`src/rtl/hazard_sb_pkg.sv`:
```
// +------------------------------------------------------------------+
// | hazard_sb_pkg : shared stage indices, drain states, select type  |
// | Revision      : 1.0                                              |
// +------------------------------------------------------------------+
`default_nettype none

package hazard_sb_pkg;
  localparam int STG_F = 0;
  localparam int STG_D = 1;
  localparam int STG_E = 2;
  localparam int STG_M = 3;

  // Select width of the default 4-back-stage configuration.
  localparam int FWD_SEL_W = 3;
  typedef logic [FWD_SEL_W-1:0] fwd_sel_t;

  // Bit 0 = I-side response pending, bit 1 = D-side response pending.
  typedef enum logic [1:0] {
    IDLE     = 2'b00,
    DRAIN_I  = 2'b01,
    DRAIN_D  = 2'b10,
    DRAIN_ID = 2'b11
  } drain_state_t;
endpackage

`default_nettype wire

```
`src/rtl/hazard_scoreboard.sv`:
```
// +------------------------------------------------------------------+
// | hazard_scoreboard : busy bitmap for multi-cycle results          |
// | Revision          : 1.0                                          |
// +------------------------------------------------------------------+
`default_nettype none

module hazard_scoreboard #(
  parameter int NREG = 32,
  parameter int RW   = $clog2(NREG)
) (
  input  logic            clk,
  input  logic            resetn,
  input  logic            mc_issue,
  input  logic [RW-1:0]   mc_dst,
  input  logic            mc_done,
  input  logic [RW-1:0]   mc_done_dst,
  output logic [NREG-1:0] busy
);
  logic [NREG-1:0] busy_d, busy_q;

  // Set is applied after clear so a same-cycle issue on the same register wins.
  always_comb begin
    busy_d = busy_q;
    if (mc_done) busy_d[mc_done_dst] = 1'b0;
    if (mc_issue && (mc_dst != '0)) busy_d[mc_dst] = 1'b1;
  end

  always_ff @(posedge clk) begin
    if (!resetn) busy_q <= '0;
    else         busy_q <= busy_d;
  end

  assign busy = busy_q;
endmodule

`default_nettype wire

```
`src/rtl/hazard_sb.sv`:
```
// +------------------------------------------------------------------+
// | hazard_sb : stall/flush/forward control with mc scoreboard+drain |
// | Revision  : 1.0                                                  |
// +------------------------------------------------------------------+
`default_nettype none

module hazard_sb
  import hazard_sb_pkg::*;
#(
  parameter int NREG    = 32,
  parameter int NSRC    = 2,
  parameter int NSTG    = 4,
  parameter int MEM_STG = 2,
  parameter int RW      = $clog2(NREG),
  parameter int SELW    = $clog2(NSTG+1)
) (
  input  logic                 clk,
  input  logic                 resetn,
  input  logic [NSRC*RW-1:0]   src_d,
  input  logic [NSRC*RW-1:0]   src_e,
  input  logic [NSTG*RW-1:0]   dst,
  input  logic [NSTG-1:0]      wr,
  input  logic [NSTG-1:0]      ldpend,
  input  logic                 dbranch,
  input  logic                 dbranch_use,
  input  logic                 mc_issue,
  input  logic [RW-1:0]        mc_dst,
  input  logic                 mc_done,
  input  logic [RW-1:0]        mc_done_dst,
  input  logic                 redirect,
  input  logic                 i_wait,
  input  logic                 d_wait,
  input  logic                 e_wait,
  output logic [NSTG+1:0]      stall,
  output logic [NSTG+1:0]      flush,
  output logic [NSRC*SELW-1:0] fwd_d,
  output logic [NSRC*SELW-1:0] fwd_e,
  output logic [NREG-1:0]      sb_busy
);
  logic [NREG-1:0] busy;
  logic [NSRC-1:0] hz_src;
  logic            hz;

  hazard_scoreboard #(.NREG(NREG), .RW(RW)) u_sb (
    .clk         (clk),
    .resetn      (resetn),
    .mc_issue    (mc_issue),
    .mc_dst      (mc_dst),
    .mc_done     (mc_done),
    .mc_done_dst (mc_done_dst),
    .busy        (busy)
  );
  assign sb_busy = busy;

  for (genvar s = 0; s < NSRC; s++) begin : g_src
    logic [RW-1:0]   rd, re;
    logic [SELW-1:0] sel_d, sel_e;
    logic            ld_hz;

    assign rd = src_d[s*RW +: RW];
    assign re = src_e[s*RW +: RW];

    // Oldest-to-youngest scan, so the youngest matching stage is the one kept.
    always_comb begin
      sel_d = '0;
      ld_hz = 1'b0;
      for (int k = NSTG-1; k >= 0; k--) begin
        if (wr[k] && (dst[k*RW +: RW] == rd)) begin
          sel_d = ldpend[k] ? '0 : SELW'(k+1);
          ld_hz = ldpend[k];
        end
      end
      if (rd == '0) begin
        sel_d = '0;
        ld_hz = 1'b0;
      end
    end

    always_comb begin
      sel_e = '0;
      for (int k = NSTG-1; k >= 1; k--) begin
        if (wr[k] && (dst[k*RW +: RW] == re)) sel_e = ldpend[k] ? '0 : SELW'(k+1);
      end
      if (re == '0) sel_e = '0;
    end

    assign fwd_d[s*SELW +: SELW] = sel_d;
    assign fwd_e[s*SELW +: SELW] = sel_e;
    assign hz_src[s] = ld_hz | busy[rd]
                     | (dbranch_use & wr[0] & (dst[RW-1:0] == rd) & (rd != '0))
                     | (mc_issue & (mc_dst == rd) & (rd != '0));
  end

  assign hz = |hz_src;

  logic [NSTG+1:0] stall_p, flush_p;

  always_comb begin
    stall_p = '0;
    flush_p = '0;
    if (redirect) begin
      for (int i = 1; i <= NSTG+1; i++) flush_p[i] = 1'b1;
    end else if (e_wait) begin
      stall_p[STG_F] = 1'b1;
      stall_p[STG_D] = 1'b1;
      stall_p[STG_E] = 1'b1;
      if (d_wait) stall_p[STG_M] = 1'b1;
      else        flush_p[STG_M] = 1'b1;
    end else if (d_wait) begin
      for (int i = 0; i <= NSTG+1; i++) begin
        stall_p[i] = (i <= MEM_STG+2);
        flush_p[i] = (i == MEM_STG+3);
      end
    end else if (i_wait) begin
      stall_p[STG_F] = 1'b1;
      if (hz || dbranch) begin
        stall_p[STG_D] = 1'b1;
        flush_p[STG_E] = 1'b1;
      end else begin
        flush_p[STG_D] = 1'b1;
      end
    end else begin
      stall_p[STG_F] = hz;
      stall_p[STG_D] = hz;
      flush_p[STG_E] = hz;
      flush_p[STG_D] = dbranch & ~hz;
    end
  end

  drain_state_t state_d, state_q;
  logic         pend_i, pend_d, drain_stall_f, drain_fl_d, drain_fl_m;

  always_comb begin
    pend_i        = (state_q == DRAIN_I) || (state_q == DRAIN_ID);
    pend_d        = (state_q == DRAIN_D) || (state_q == DRAIN_ID);
    drain_stall_f = pend_i & i_wait;
    drain_fl_d    = pend_i & ~i_wait;
    drain_fl_m    = pend_d & ~d_wait;
    state_d = drain_state_t'({(pend_d | redirect) & d_wait, (pend_i | redirect) & i_wait});
  end

  always_ff @(posedge clk) begin
    if (!resetn) state_q <= IDLE;
    else         state_q <= state_d;
  end

  // Outputs are held quiet while reset is asserted so no stale drain pulse escapes.
  always_comb begin
    stall = '0;
    flush = '0;
    if (resetn) begin
      stall = stall_p;
      flush = flush_p;
      stall[STG_F] = stall_p[STG_F] | drain_stall_f;
      flush[STG_D] = flush_p[STG_D] | drain_fl_d;
      for (int i = 0; i <= NSTG+1; i++) begin
        if (i == MEM_STG+3) flush[i] = flush_p[i] | drain_fl_m;
      end
    end
  end
endmodule

`default_nettype wire

```
`config.mk`:
```
export PLATFORM = sky130hd
export DESIGN_NAME = hazard_sb
export DESIGN_NICKNAME = d
export VERILOG_FILES = /design/src/rtl/hazard_sb_pkg.sv /design/src/rtl/hazard_scoreboard.sv /design/src/rtl/hazard_sb.sv
export SDC_FILE = /design/constraint.sdc
export NUM_CORES = 1
export LEC_CHECK = 0
export BUFFER_PORTS_ARGS = -buffer_cell sky130_fd_sc_hd__buf_2
export CAP_MARGIN = 10
export CORE_MARGIN = 3
export CORE_UTILIZATION = 55
export CTS_CLUSTER_DIAMETER = 50
export DETAILED_ROUTE_END_ITERATION = 8
export GPL_TIMING_DRIVEN = 0
export PLACE_DENSITY = 0.86
export SYNTH_ARGS = -nofsm -noshare
export SYNTH_HDL_FRONTEND = slang
export SYNTH_SLANG_ARGS = --single-unit
```
`constraint.sdc`:
```
create_clock -name clk -period 10.65 [get_ports clk]
set_input_delay 3.195 -clock clk [delete_from_list [all_inputs] [get_ports clk]]
set_output_delay 3.195 -clock clk [all_outputs]
set_load 0.005 [all_outputs]
```
# Word level (Yosys, flattened, before mapping)
# Cells that the tools add are included.
# totals
regBits,34
latch_bits,0
ram_bits,0
rom_bits,0
in_bits,68
elab_cells,149
n_memories,0
# op_classes
n_addsub,0
multipliers,0
div_mod_pow,0
magnitude_cmp,6
eq_ne,19
shifts,0
n_mux,62
bitwise_logic,32
n_reduce_logical,28
# op_table
cell,n
5-bit equality test,16
3-bit two-way mux,22
32-bit two-way mux,2
32-bit AND,1
32-bit NOT,1
32-bit OR,1
"5-bit by 6-bit < comparator with 1-bit output, second input constant",4
1-bit two-way mux,22
5-bit zero test,4
1-bit logical AND,17
1-bit AND,15
5-bit nonzero test,3
2-bit two-way mux,7
6-bit two-way mux,2
1-bit OR,11
1-bit binary-select mux with 5-bit select,2
1-bit demux with 5-bit select,2
"5-bit by 1-bit greater-or-equal comparator with 1-bit output, second input constant",2
5-bit two-way mux,2
"2-bit equality test, second input constant",2
4-bit two-way mux,1
1-bit logical OR,3
1-bit NOT,3
"2-bit by 1-bit equality test with 1-bit output, second input constant",1
2-bit OR reduction,1

# Logic depth before layout (Yosys ltp)
# Gate-level depths: netlist of run 1.
# depth
ltp_word,19
mapped_depth,9
ltp_nobuf,7

# Modules after synthesis
# A second synthesis of run 1 with hierarchy kept.
# hier_totals
cells_unflattened,422
area_unflattened_um2,3514.6
# by_module_without_submodules
mod,n_inst,cells_per_inst,area_per_inst_um2,seq_area_each_um2
hazard_sb,1,287,2185.8,40.0
hazard_scoreboard,1,135,1328.8,640.6

# Least setup slack after synthesis of run 1
# OpenSTA, ideal clock, no wires.
# synth_path
kind,input to output
from,in src_d[1]
to,out stall[0]
arrival_ns,4.856
t_required_ns,7.455
slack_ns,2.599
cell_stages,8
path_buffers,1
path_cell_list,buf_6 mux4_1 mux2_2 nand3b_1 o2111ai_1 and4bb_1 nand4_1 o211a_1
# synth_via
elab_chain_len,17
# synth_lines
element,line,text
from (decl),hazard_sb.sv:19,"input logic [NSRC*RW-1:0] src_d,"
5-bit equality test,hazard_sb.sv:68,if (wr[k] && (dst[k*RW +: RW] == rd)) begin
1-bit logical AND,hazard_sb.sv:68,
1-bit two-way mux (4 in a row),hazard_sb.sv:68,
1-bit two-way mux,hazard_sb.sv:73,if (rd == '0) begin
1-bit OR,hazard_sb.sv:89,assign hz_src[s] = ld_hz | busy[rd]
1-bit OR,hazard_sb.sv:90,| (dbranch_use & wr[0] & (dst[RW-1:0] == rd) & (rd != '0))
1-bit OR *,hazard_sb.sv:91,| (mc_issue & (mc_dst == rd) & (rd != '0));
2-bit OR reduction *,hazard_sb.sv:94,assign hz = |hz_src;
2-bit two-way mux *,hazard_sb.sv:114,end else if (i_wait) begin
2-bit two-way mux *,hazard_sb.sv:109,end else if (d_wait) begin
4-bit two-way mux *,hazard_sb.sv:103,end else if (e_wait) begin
5-bit two-way mux *,hazard_sb.sv:101,if (redirect) begin
1-bit OR *,hazard_sb.sv:154,stall[STG_F] = stall_p[STG_F] | drain_stall_f;
6-bit two-way mux *,hazard_sb.sv:151,if (resetn) begin
to (decl),hazard_sb.sv:34,"output logic [NSTG+1:0] stall,"
# Every way passes the cells marked *; elsewhere a longest branch is shown, timed or not. The select of a mux whose other input is x is not followed.

# Final worst setup path of run 1
# layout_path
from,in src_d[0]
to,out stall[0]
# Same word-level chain as after synthesis.

==> flow_metrics.tcl, run 1 <==
set metrics [dict create \
    synth_compound_area_share_pct 18.75 \
    synth_most_common_cell "nand2_1" \
    antenna_found_initial 0 \
    worstReg2RegStart "u_sb.busy[24]" \
    hpwl_um 8687 \
    syn_area_per_cell_um2 7.865 \
    worst_setup_path_start_kind "input pin" \
    post-route-min-period_ps 8518 \
    synth_fa_ha_area_share_pct 0 \
    synth_area_leader_cell "dfxtp_1" \
    timing.critical_path.mode_cell "buf_2" \
    synthTopCellsByArea "dfxtp_1, xor2_1, xnor2_1" \
    ctsResizeCount 0 \
    synth-edff-count 0 \
    peakVddDrop_uv 73.44 \
    ant_nets 0 \
    synthCells 437 \
    grt_pass1_wl_um 17640 \
    grt_max_degree 12 \
    drt_pass1_iterations 5 \
    clock_skew_ps 0 \
    synth_simple_gate_area_share_pct 24.83 \
    grt_pass1_vias 3618 \
    rrSetupSlack_ps 9770 \
    clk_latency_ps 290 \
    cts_made_buffers 5 \
    stdcell_area_mm2 0.004180 \
    tns_ps 0 \
    die_width_um 85.05 \
    synth_cell_types 50 \
    hold_path_class "reg2reg" \
    drv_cap 0 \
    hold_start "state_q[1]" \
    dr.first_iter.drc_count 316 \
    die_height_um 85.05 \
    area_growth_pct 21.62 \
    ys_async_sr_fraction_pct 0 \
    die_area_mm2 0.007234 \
    r2r_end "u_sb.busy[24]" \
    syn_area_mm2 0.003437 \
    start_util_pct 57.37 \
    routed_via_density 6.279 \
    netlist_top_cells_count "nand2_1, xor2_1, xnor2_1, o21ai_0, dfxtp_1" \
    wire_per_inst_um 17.98 \
    post-route-period-util_pct 79.98 \
    synth_mux_area_share_pct 11.21 \
    cp_top_family "multiplexers" \
    grt_use_total_pct 30.11 \
    portBuffers 110 \
    yosysSeqAreaShare_pct 19.80 \
    max_stage_delay_ps 510 \
    synth_top_flop_cell "dfxtp_1" \
    postCtsSetupBuffers 0 \
    fin_nets 623 \
    tightest_slew_ps 1258 \
    synth_top_family_by_area "simple AND/OR/NAND/NOR gates" \
    crit_chain "buf_2, buf_4, mux4_2, mux2i_1, nor3b_1, a211oi_1, and4bb_1, nand4_1, o211a_1, buf_2" \
    path_class "in2out" \
    whs_path_depth 1 \
    reg2regPathDepth 2 \
    synth_xor_area_share_pct 20.64 \
    cpMaxStageDelayCell "mux4_2" \
    finalSetupViolCount 0 \
    diodes 0 \
    required_ps 7460 \
    place_congestion 0.9586 \
    dpl-instance-area_mm2 0.004085 \
    cts.sinks 34 \
    status "finished clean" \
    core-area_mm2 0.005991 \
    relSlewSlack_pct 15.92 \
    crit_buf_inv 3 \
    num_vias 3962 \
    root_buffer "clkbuf_8" \
    wl_um 11350 \
    cts_tree "yes" \
    overflow 0 \
    ys_ff_latch 34 \
    finalMaxSlewViolations 0 \
    clockBufferDepth 2 \
    ioPinCount 124 \
    worst_ep_arrival_time_ps 5320 \
    drcViolationCount 0 \
    fmax_mhz 117.4 \
    yosys_warnings 0 \
    p_leak_nw 1.813 \
    ctsHoldBuffers 0 \
    htreeDepth 2 \
    hold_end "state_q[1]" \
    rsz0062_at_grt "no" \
    clkSlewWorstSetupHoldPaths_ps 70 \
    power_density_mw_per_mm2 81.43 \
    rows 28 \
    hold_viol_final 0 \
    synth_top_area_share_pct 19.80 \
    path_max_fanout 10 \
    drive_above_1_share_pct 25.72 \
    endpoint_kind "output pin" \
]
-- logic make-up (layout without fill, tap and decap cells) --
family / count (synthesis) / count (layout)
other cells: 1 / 2
mux: 26 / 26
buf+inv: 34 / 152
xor+xnor: 81 / 81
simple gates: 164 / 164
compound gates: 97 / 97
flops: 34 / 34
-- metrics by stage --
| step | instances | hold slack, ps | util, % | power [mW] | setup slack (ps) |
|---|---|---|---|---|---|
| 2_1_floorplan | 438 | 454.9 | - | 0.1984 | 2599 |
| 3_3_place_gp | 623 | 460.8 | 68.19 | 0.2352 | 2207 |
| 3_5_place_dp | 623 | 472.6 | 68.19 | 0.2393 | 2150 |
| 4_1_cts | 631 | 489.5 | 69.78 | 0.3398 | 2151 |
| 5_1_grt | 631 | 517.5 | 69.78 | 0.3546 | 1989 |
| 6_report | 631 | 484.8 | 69.78 | 0.3404 | 2132 |
-- worst register-to-register path, stage by stage (launching register included) --
cell and delay [ps]:
dfxtp_1 380, o21ai_0 140, a21boi_0 260
-- registers in the layout (all words and copies together) (netlist names) --
name / flops
u_sb.busy: 32
state_q: 2
-- cells in the final DEF (no fill, tap or decap), types with 3 or more instances in the layout --
| master | netlist | layout |
|---|---|---|
| or4_1 | 3 | 3 |
| and3_1 | 4 | 4 |
| nor3_1 | 10 | 10 |
| nand3b_1 | 8 | 8 |
| nand4_1 | 8 | 8 |
| buf_4 | 5 | 5 |
| a21oi_1 | 7 | 7 |
| nor3b_1 | 5 | 5 |
| nor4_1 | 9 | 9 |
| o21ai_0 | 35 | 35 |
| buf_2 | 5 | 115 |
| mux4_2 | 6 | 6 |
| mux4_1 | 3 | 3 |
| o211a_1 | 4 | 4 |
| inv_1 | 7 | 7 |
| nor2b_1 | 6 | 6 |
| nand3_1 | 16 | 16 |
| mux2i_1 | 16 | 16 |
| a22oi_1 | 5 | 5 |
| xor2_1 | 42 | 42 |
| clkbuf_8 | 0 | 6 |
| nand2b_1 | 3 | 3 |
| nor2_1 | 29 | 29 |
| nand2_1 | 47 | 47 |
| clkbuf_1 | 16 | 16 |
| or2_2 | 4 | 4 |
| dfxtp_1 | 34 | 34 |
| xnor2_1 | 39 | 39 |
| a21boi_0 | 31 | 31 |
| and3b_1 | 4 | 4 |
-- area by class of cell --
class / instances / area (µm²)
sequential: 34 / 680.7
buffer: 27 / 133.9
multi-input combinational: 370 / 2600
clock buffer: 6 / 82.58
clock inverter: 2 / 12.51
fill: 500 / 1810
inverter: 7 / 26.28
timing repair buffer: 110 / 550.5
tap: 75 / 93.84
-- per-layer routing --
metal	vias up	track usage [%]	share of wire (%)
met5	-	0	0
met3	44	5.146	11
met4	0	13.67	3.0
met2	287	49.08	47
li1	1790	-	-
met1	1841	38.86	39
-- power breakdown --
group | internal, mW | switching [mW]
registers | 0.129 | 0.00176
clock network | 0.0519 | 0.0494
logic | 0.0463 | 0.0621
total | 0.227 | 0.113
-- worst max-delay path by stage --
stage	end	from	depth (start not counted)	slack, ps
detailed placement	stall[0]	src_d[0]	10	2150
finish	stall[0]	src_d[0]	10	2130
floorplan	stall[0]	src_d[1]	8	2600
global route	stall[0]	src_d[3]	10	1990
global placement	stall[0]	src_d[0]	10	2210
CTS	stall[0]	src_d[0]	10	2150
(Power assumes the default switching activity.)
==> run 2, diff against run 1 <==
- ABC_AREA: default -> 1
- CORE_UTILIZATION: 55 -> 52
- PLACE_DENSITY: 0.86 -> 0.81
- clock period: 10.65 -> 8.85 ns (I/O delays scaled with it)
==> run 2 against run 1 <==
Effect of this change:
- routed wire length grew 38%
- global-route usage increased by 6.7 points
- hold slack worse by 6.9 ps
- critical endpoint is now stall[1]
- largest cell class unchanged
==> flow_metrics.tcl, run 2 <==
set metrics [dict create \
    finalMaxSlewViolations 0 \
    ant_nets 0 \
    htreeDepth 2 \
    post-route-min-period_ps 7128 \
    synth_most_common_cell "nand2_1" \
    critPathLaunch "src_d[3]" \
    rows 30 \
    cts_made_buffers 5 \
    portBuffers 115 \
    fin_nets 898 \
    start_util_pct 53.99 \
    dr.first_iter.drc_count 580 \
    synth_area_leader_cell "nand2_1" \
    cts_tree "yes" \
    dpl-instance-area_mm2 0.004415 \
    worst_setup_path_start_kind "input pin" \
    clock_skew_ps 0 \
    drive_above_1_share_pct 18.77 \
    path_class "in2out" \
    yosysSeqAreaShare_pct 18.35 \
    clk_latency_ps 280 \
    syn_area_per_cell_um2 5.260 \
    post-route-period-util_pct 80.55 \
    synth_top_flop_cell "dfxtp_1" \
    r2r_end "u_sb.busy[18]" \
    ctsResizeCount 0 \
    status "finished clean" \
    worstReg2RegStart "u_sb.busy[18]" \
    die_width_um 90.45 \
    netlist_top_cells_count "nand2_1, nor2_1, inv_1, nand3_1, o21ai_0" \
    stdcell_area_mm2 0.004561 \
    final_cell_mix "nand2_1, buf_2, nor2_1, inv_1, nand3_1" \
    diodes 0 \
    max_stage_delay_ps 350 \
    area_growth_pct 22.98 \
    drv_cap 0 \
    ys_async_sr_fraction_pct 0 \
    synth-edff-count 0 \
    fmax_mhz 140.3 \
    syn_area_mm2 0.003709 \
    clkSlewWorstSetupHoldPaths_ps 80 \
    wl_um 15680 \
    power_density_mw_per_mm2 108.2 \
    multi_input_area_mm2 0.002557 \
    finalSetupViolCount 0 \
    synthCells 705 \
    hold_path_class "reg2reg" \
    whs_path_depth 2 \
    synth_top_area_share_pct 22.77 \
    cts.sinks 34 \
    relSlewSlack_pct 17.58 \
    n_fill_cell 695 \
    synth_cell_types 31 \
    p_leak_nw 2.423 \
    hold_ws_ps 477.8 \
    endpoint_kind "output pin" \
    drt_pass1_iterations 6 \
    ys_ff_latch 34 \
    hold_start "state_q[1]" \
    ctsHoldBuffers 0 \
    antenna_found_initial 0 \
    clockBufferDepth 2 \
    grt_use_total_pct 36.84 \
    ioPinCount 124 \
    rsz0062_at_grt "no" \
    path_max_fanout 10 \
    synthTopCellsByArea "nand2_1, dfxtp_1, nand3_1" \
    timing.critical_path.mode_cell "nand2_1" \
    reg2regPathDepth 2 \
    die_height_um 90.45 \
    crit_chain "buf_2, buf_2, a21oi_1, nand3_1, nor2_1, nand3_1, nand3_1, nand2_1, nand2_1, nand4_1, nand2_1, nand2_1, buf_2" \
    required_ps 6200 \
    postCtsSetupBuffers 0 \
    tightest_slew_ps 1227 \
    grt_pass1_vias 5163 \
    largest_reg_flops 32 \
    cpMaxStageDelayCell "nor2_1" \
    tns_ps 0 \
    finalNonFillerCells 927 \
    hold_viol_final 0 \
    rrSetupSlack_ps 8110 \
    layout_commonest_cell "nand2_1" \
    worst_ep_arrival_time_ps 4470 \
    register_area_um2 680.7 \
    hpwl_um 11820 \
    peakVddDrop_uv 118.9 \
    yosys_warnings 0 \
    hold_end "state_q[1]" \
    die_area_mm2 0.008181 \
    drcViolationCount 0 \
    dp_cells 918 \
    num_vias 5460 \
    grt_pass1_wl_um 24720 \
    wire_per_inst_um 16.91 \
    routed_via_density 5.890 \
    overflow 0 \
    grt_max_degree 13 \
    core-area_mm2 0.006869 \
    root_buffer "clkbuf_8" \
    place_congestion 0.9914 \
]
==> run 2: cell types whose count changed after synthesis, moves of 10 or more <==
| cell | before | now |
|---|---|---|
| a21boi_0 | 31 | 0 |
| a21oi_1 | 7 | 47 |
| clkbuf_1 | 16 | 2 |
| inv_1 | 7 | 76 |
| mux2i_1 | 16 | 0 |
| nand2_1 | 47 | 225 |
| nand3_1 | 16 | 64 |
| nor2_1 | 29 | 81 |
| o21ai_0 | 35 | 59 |
| o22ai_1 | 1 | 11 |
| xnor2_1 | 39 | 3 |
| xor2_1 | 42 | 7 |
==> run 2: worst max path at each step <==
stage | to | slack (ps) | cells past startpoint
CTS | stall[1] | 1790 | 13
global route | flush[1] | 1610 | 13
detailed placement | stall[1] | 1790 | 13
global placement | flush[1] | 1840 | 12
finish | stall[1] | 1720 | 13
floorplan | flush[1] | 2380 | 13
==> run 2: worst max-delay path: cells and delay by family <==
family / cells / cell delay, ps
simple gates: 9 / 1160
buf+inv: 3 / 460
compound gates: 1 / 190
==> run 2: kinds of logic after synthesis <==
kind of cell    Yosys count  synth area share [%]
other cells               1                0.1011
simple gates            411                 46.39
flops                    34                 18.35
xor+xnor                 10                 2.362
buf+inv                 112                 12.79
compound gates          137                 20.01
==> run 2: power by group <==
group	internal (mW)	switching, mW
sequential	0.155	0.00182
clock	0.113	0.0649
combinational	0.0526	0.106
==> run 2: through the flow <==
step	power, mW	setup WS, ps	util (%)
after floorplan	0.2507	2381	-
final	0.4937	1722	66.39
after detailed placement	0.3120	1792	64.28
after global placement	0.3086	1836	64.17
after global routing	0.5152	1611	66.39
after CTS	0.4865	1794	66.28
==> run 2: layout make-up <==
cell class                 instances  share of cell area [%]
timing repair buffer             117                   12.95
sequential                        34                   14.92
multi-input combinational        560                   56.08
tap                               96                   2.634
buffer                            25                   3.182
inverter                          87                   7.215
clock buffer                       5                   1.509
clock inverter                     3                   1.509
==> run 2: metal layers <==
metal | track usage [%] | wire length (µm)
met1 | 44.50 | 5805
met2 | 61.11 | 7153
met3 | 6.917 | 1872
met4 | 21.05 | 849
met5 | 0 | 0
